`config.mk`:
```
export PLATFORM = sky130hd
export DESIGN_NAME = sultans_of_swing
export DESIGN_NICKNAME = d
export VERILOG_FILES = /design/src/rtl/sultans_of_swing_pkg.sv /design/src/rtl/sultans_of_swing_sos_reg.sv /design/src/rtl/sultans_of_swing.sv
export SDC_FILE = /design/constraint.sdc
export NUM_CORES = 1
export LEC_CHECK = 0
export ABC_CLOCK_PERIOD_IN_PS = 800
export CORE_AREA = 8 8 45 47
export CTS_BUF_LIST = sky130_fd_sc_hd__clkbuf_8
export CTS_CLUSTER_DIAMETER = 60
export CTS_CLUSTER_SIZE = 24
export DETAILED_ROUTE_END_ITERATION = 7
export DIE_AREA = 0 0 53 55
export GPL_TIMING_DRIVEN = 0
export PLACE_DENSITY_LB_ADDON = 0.2
export SYNTH_ARGS = -nofsm -noshare
export SYNTH_HDL_FRONTEND = slang
export SYNTH_SLANG_ARGS = --single-unit
export TNS_END_PERCENT = 20
```
`constraint.sdc`:
```
create_clock -name clk -period 0.8 [get_ports clk]
set_input_delay 0.12 -clock clk [delete_from_list [all_inputs] [get_ports clk]]
set_output_delay 0.12 -clock clk [all_outputs]
set_load 0.005 [all_outputs]
```
`src/rtl/sultans_of_swing_pkg.sv`:
```
// rtl/sultans_of_swing_pkg.sv - shared width, word type and reset value for the sultans_of_swing slice
package sultans_of_swing_pkg;

    localparam int SOS_WIDTH_DEFAULT = 4;

    typedef logic [SOS_WIDTH_DEFAULT-1:0] sos_word_t;

    localparam sos_word_t SOS_RST_VAL = '0;

endpackage : sultans_of_swing_pkg

```
`src/rtl/sultans_of_swing_sos_reg.sv`:
```
// rtl/sultans_of_swing_sos_reg.sv - WIDTH-bit D-register with synchronous active-high reset to SOS_RST_VAL
module sos_reg
    import sultans_of_swing_pkg::*;
#(
    parameter int WIDTH = SOS_WIDTH_DEFAULT
) (
    input  logic             clk,
    input  logic             reset,
    input  logic [WIDTH-1:0] d_i,
    output logic [WIDTH-1:0] q_o
);

    logic [WIDTH-1:0] q_q;

    // Capture d_i every edge; reset wins over data.
    always_ff @(posedge clk) begin
        if (reset) begin
            q_q <= WIDTH'(SOS_RST_VAL);
        end else begin
            q_q <= d_i;
        end
    end

    assign q_o = q_q;

endmodule : sos_reg

```
`src/rtl/sultans_of_swing.sv`:
```
// rtl/sultans_of_swing.sv - registered pass-through of A/B plus (A^B)&C; PARo parity output under SULTANS_OF_SWING_PARITY_EN
module sultans_of_swing
    import sultans_of_swing_pkg::*;
#(
    parameter int WIDTH = SOS_WIDTH_DEFAULT
) (
    input  logic             clk,
    input  logic             reset,
    input  logic [WIDTH-1:0] Ai,
    input  logic [WIDTH-1:0] Bi,
    input  logic [WIDTH-1:0] Ci,
    output logic [WIDTH-1:0] Ao,
    output logic [WIDTH-1:0] Bo,
`ifdef SULTANS_OF_SWING_PARITY_EN
    output logic [WIDTH-1:0] ANDo,
    output logic             PARo
`else
    output logic [WIDTH-1:0] ANDo
`endif
);

    logic [WIDTH-1:0] and_d;

    // Bitwise masked difference; no cross-bit terms.
    always_comb begin
        and_d = (Ai ^ Bi) & Ci;
    end

    sos_reg #(.WIDTH(WIDTH)) u_a_reg (
        .clk   (clk),
        .reset (reset),
        .d_i   (Ai),
        .q_o   (Ao)
    );

    sos_reg #(.WIDTH(WIDTH)) u_b_reg (
        .clk   (clk),
        .reset (reset),
        .d_i   (Bi),
        .q_o   (Bo)
    );

    sos_reg #(.WIDTH(WIDTH)) u_and_reg (
        .clk   (clk),
        .reset (reset),
        .d_i   (and_d),
        .q_o   (ANDo)
    );

`ifdef SULTANS_OF_SWING_PARITY_EN
    logic par_d;

    // Parity taken from the same-cycle term so it always tracks ^ANDo.
    always_comb begin
        par_d = ^and_d;
    end

    sos_reg #(.WIDTH(1)) u_par_reg (
        .clk   (clk),
        .reset (reset),
        .d_i   (par_d),
        .q_o   (PARo)
    );
`endif

endmodule : sultans_of_swing

```
# [Word-level counts from Yosys, hierarchy flattened]
# Index checks and enable logic that the tools add are counted.
[classes] n_bitwise=2
[op_table] cell="$and A4 B4 Y4" count=1
[op_table] cell="$xor A4 B4 Y4" count=1
[totals] register_bits=12 word_cells=5 out_inout_bits=12

# [Depth between registers and ports, before layout]
[depth] depth_word=2 depth_mapped=2

# [By module]
# A second synthesis with hierarchy kept.
[hier_totals] cells_unflattened=32 hier_area_um2=375.4
[by_module_without_submodules] mod="sos_reg" area_per_inst_um2=105.1 seq_area_each_um2=80.1 cells_per_inst=8 instances=3
[by_module_without_submodules] mod="sultans_of_swing" area_per_inst_um2=60.1 seq_area_each_um2=0.0 cells_per_inst=8 instances=1

# [Least setup slack after synthesis]
# Ideal clock, no wire load.
[synth_path] path_type="input port to flip-flop" from="input port reset" to="register u_and_reg.q_q[0] (netlist: u_and_reg.q_o[0])" path_buffers=1 stages=2 path_slack_ns=0.345 arrival_time_ns=0.382 setup_time_ns=0.072 t_required_ns=0.728 path_cell_list="buf_6 -> nor3b_2"
[synth_lines] element="start: declaration" line="sultans_of_swing.sv:8" text="input logic reset,"
[synth_lines] element="end signal: assignment" line="sultans_of_swing_sos_reg.sv:18" text="q_q <= WIDTH'(SOS_RST_VAL);"
[synth_lines] element="end signal: assignment" line="sultans_of_swing_sos_reg.sv:20" text="q_q <= d_i;"
[synth_lines] element="end: declaration" line="sultans_of_swing_sos_reg.sv:13" text="logic [WIDTH-1:0] q_q;"
# No word-level cell between the ends.

# [Worst setup path in the final report]
[layout_path] from="register u_a_reg.q_q[3] (netlist: u_a_reg.q_o[3])" to="output port Ao[3]"
[layout_lines] element="start: declaration" line="sultans_of_swing_sos_reg.sv:13"
[layout_lines] element="start signal: assignment" line="sultans_of_swing_sos_reg.sv:18"
[layout_lines] element="start signal: assignment" line="sultans_of_swing_sos_reg.sv:20"
[layout_lines] element="end: declaration" line="sultans_of_swing.sv:12" text="output logic [WIDTH-1:0] Ao,"
# No word-level cell between the ends.

==> parameters.txt <==
Parameter                              Value

Critical path
  Bufs and invs on worst path ... 1
  Number of gates on the worst path with buffers counted ... 1
  Top cell family by delay on the critical path ... flip-flops
  Critical Path End Type ... output port
  Crit path DAT ... 0.65 ns
  Kind of launch point of the worst setup path ... flip-flop
  Required time of the critical path ... 0.68 ns
  Critical path, cell by cell ... buf_2
  Path type of the worst setup path ... reg -> out
  Biggest cell delay along the critical path ... 0.29 ns
  CP max stage cell ... sky130_fd_sc_hd__dfxtp_1
  Crit path max fanout ... 1
  Worst setup path start ... u_a_reg.q_o[3]
  Worst setup path endpoint ... Ao[3]

Timing
  Maximum frequency from static timing analysis ... 1310 MHz
  Post-layout minimum cycle time ... 0.765 ns
  Slew at the pin closest to its max-slew limit ... 0.175 ns
  Setup repair after global routing missed its margin ... no
  Final worst setup slack ... 0.0346 ns
  Slew HR ... 88.2%
  Worst Hold Margin ... 0.465 ns
  Period Utilization, post-route ... 95.7%
  Hold Fails Final Rpt ... 0
  Final setup violation count ... 0
  Number of pins exceeding their max-slew limit in the final report ... 0

Detailed routing
  Residual DRC ... 0
  Total via count in the routed design ... 297
  Residual antenna-violating net count after detailed routing ... 0
  Average vias per placed instance ... 4.07
  Router iterations before antenna repair ... 4
  DR WL/cell ... 11.4 um
  Detailed Route WL ... 834 um
  Initial detailed-routing violation count ... 3

Power
  Internal power contribution ... 0.00107 W
  Power per unit of standard cell area ... 2100 nW/um2
  Net switching power ... 0.000264 W
  Standby leakage power ... 0.275 nW
  Flop pwr share ... 47.6%
  Combinational cell fraction of total power ... 12.7%
  Part of the power in the clock network ... 39.8%
  Post-route total power ... 0.00134 W
  Switching Fraction ... 19.7%
  Worst vdd rail ir drop ... 0.766 mV

CTS
  Number of buffers on the longest clock path ... 2
  Setup repair bufs after CTS ... 0
  Post-CTS clock slew at the launch and capture registers of the worst setup and hold paths ... 0.05 ns
  Clock tree from TritonCTS ... yes
  Number of H-tree levels ... 1
  CTS root buf ... sky130_fd_sc_hd__clkbuf_8
  CTS-repair resized insts ... 48
  Post-cts hold buffer count ... 0
  Total clock buffers created by CTS ... 3
  Total clock sinks ... 12

Floorplan
  Number of placement rows ... 14
  Core ar. ... 1380 um2
  Number of placed I/O pins ... 26
  Area enclosed by the die boundary ... 2920 um2
  Starting Density ... 27.9%
  Horizontal die dimension ... 53 um
  Vertical die dimension ... 55 um

Layout
  Fin util ... 46.1%
  Final #Nets ... 73
  Fraction of final layout cells with drive strength greater than 1 ... 35.1%
  Post-route design area ... 638 um2
  Antenna Diode Count ... 0
  Layout Area Growth over Synthesis ... 65.0%

Synthesis
  Count of cell types in the netlist ... 5
  Yosys warns ... 0
  Sequential element share of the synthesized area ... 62.1%
  Synthesized area divided by synthesized cell count ... 13.3 um2
  Post-Syn Instances ... 29
  Register bit count reported by yosys ... 12
  Netlist Area Pre-Place ... 387 um2
  Total nets after synthesis ... 43

Placement
  Number of buffer cells added on primary ports ... 25
  Placed standard-cell area ... 657 um2
  Routability cong. ... 0.583
  Worst-case setup slack after placement ... -0.181 ns

Global routing
  Global-route usage over all layers ... 6.14%
  Via count of the first global-routing pass ... 324
  Maximum number of pins on one net before global-route repair ... 11
  Wire length of the first global-routing pass ... 1210 um
  Final global-route overflow total ... 0
  Number of antenna violations at the first check in global routing ... 0

Min path
  Path class of the lowest-slack min-delay path ... in -> reg

Run status
  Result of the run ... complete, no violations

Flow run
  Max-cap violations ... 0
-- cell usage in the layout, fill, tap and decap left out --
cell                              count
sky130_fd_sc_hd__clkbuf_8             3
sky130_fd_sc_hd__buf_2               12
sky130_fd_sc_hd__buf_6                1
sky130_fd_sc_hd__nor2b_1              8
sky130_fd_sc_hd__xnor2_1              4
sky130_fd_sc_hd__clkdlybuf4s50_1     13
sky130_fd_sc_hd__nor3b_2              4
sky130_fd_sc_hd__dfxtp_1             12
-- flip-flops by register name, summed over array words and instances, names as in the netlist --
register and cells:
u_a_reg.q_o 4, u_and_reg.q_o 4, u_b_reg.q_o 4
-- worst min-delay path by stage --
stage          startpoint          endpoint  slack (ns)  depth (start not counted)
4_1_cts             Ci[0]  u_and_reg.q_o[0]        0.47                          2
3_3_place_gp        Ci[3]  u_and_reg.q_o[3]        0.71                          2
5_1_grt             Ci[2]  u_and_reg.q_o[2]        0.47                          2
2_1_floorplan       reset    u_a_reg.q_o[3]        0.19                          1
6_report            Ci[0]  u_and_reg.q_o[0]        0.47                          2
3_5_place_dp        Ci[2]  u_and_reg.q_o[2]        0.71                          2
-- cells by family after synthesis --
logic type	Yosys count	synth area share, %
XOR/XNOR	4	9.06
buffers and inverters	1	2.91
AND/OR/NAND/NOR	12	25.9
flip-flops	12	62.1
-- Yosys cell counts (all sizes together) --
cell type | count | area [um2]
xnor2 | 4 | 35.0
nor2b | 8 | 50.1
nor3b | 4 | 50.1
dfxtp | 12 | 240
buf | 1 | 11.3
-- layer usage --
metal | global-route usage (%) | routed length, um | up-vias
met5 | 0 | 0 | -
met4 | 9.05 | 37 | 0
met3 | 2.94 | 97 | 4
met2 | 10.7 | 435 | 15
met1 | 3.83 | 263 | 132
li1 | - | - | 146
-- power groups by stage --
stage	Clock (W)	Sequential [W]	Combinational (W)
2_1_floorplan	0	0.000656	0.0000575
6_report	0.000532	0.000636	0.000169
4_1_cts	0.000549	0.000636	0.000175
3_5_place_dp	0	0.000650	0.000203
3_3_place_gp	0	0.000649	0.000202
5_1_grt	0.000576	0.000639	0.000185
-- area by class of cell --
cell class | count | area [um2]
Timing Repair Buffer | 25 | 190
Buffer | 1 | 11.3
Tap cell | 16 | 20.0
Multi-Input combinational cell | 16 | 135
Clock buffer | 3 | 41.3
Sequential cell | 12 | 240
Fill cell | 148 | 746
-- stage by stage --
| step | std cells | setup TNS, ns |
|---|---|---|
| 2_1_floorplan | 29 | 0 |
| 3_3_place_gp | 70 | -2.97 |
| 3_5_place_dp | 70 | -2.97 |
| 4_1_cts | 73 | 0 |
| 5_1_grt | 73 | 0 |
| 6_report | 73 | 0 |
(Power assumes the default switching activity.)
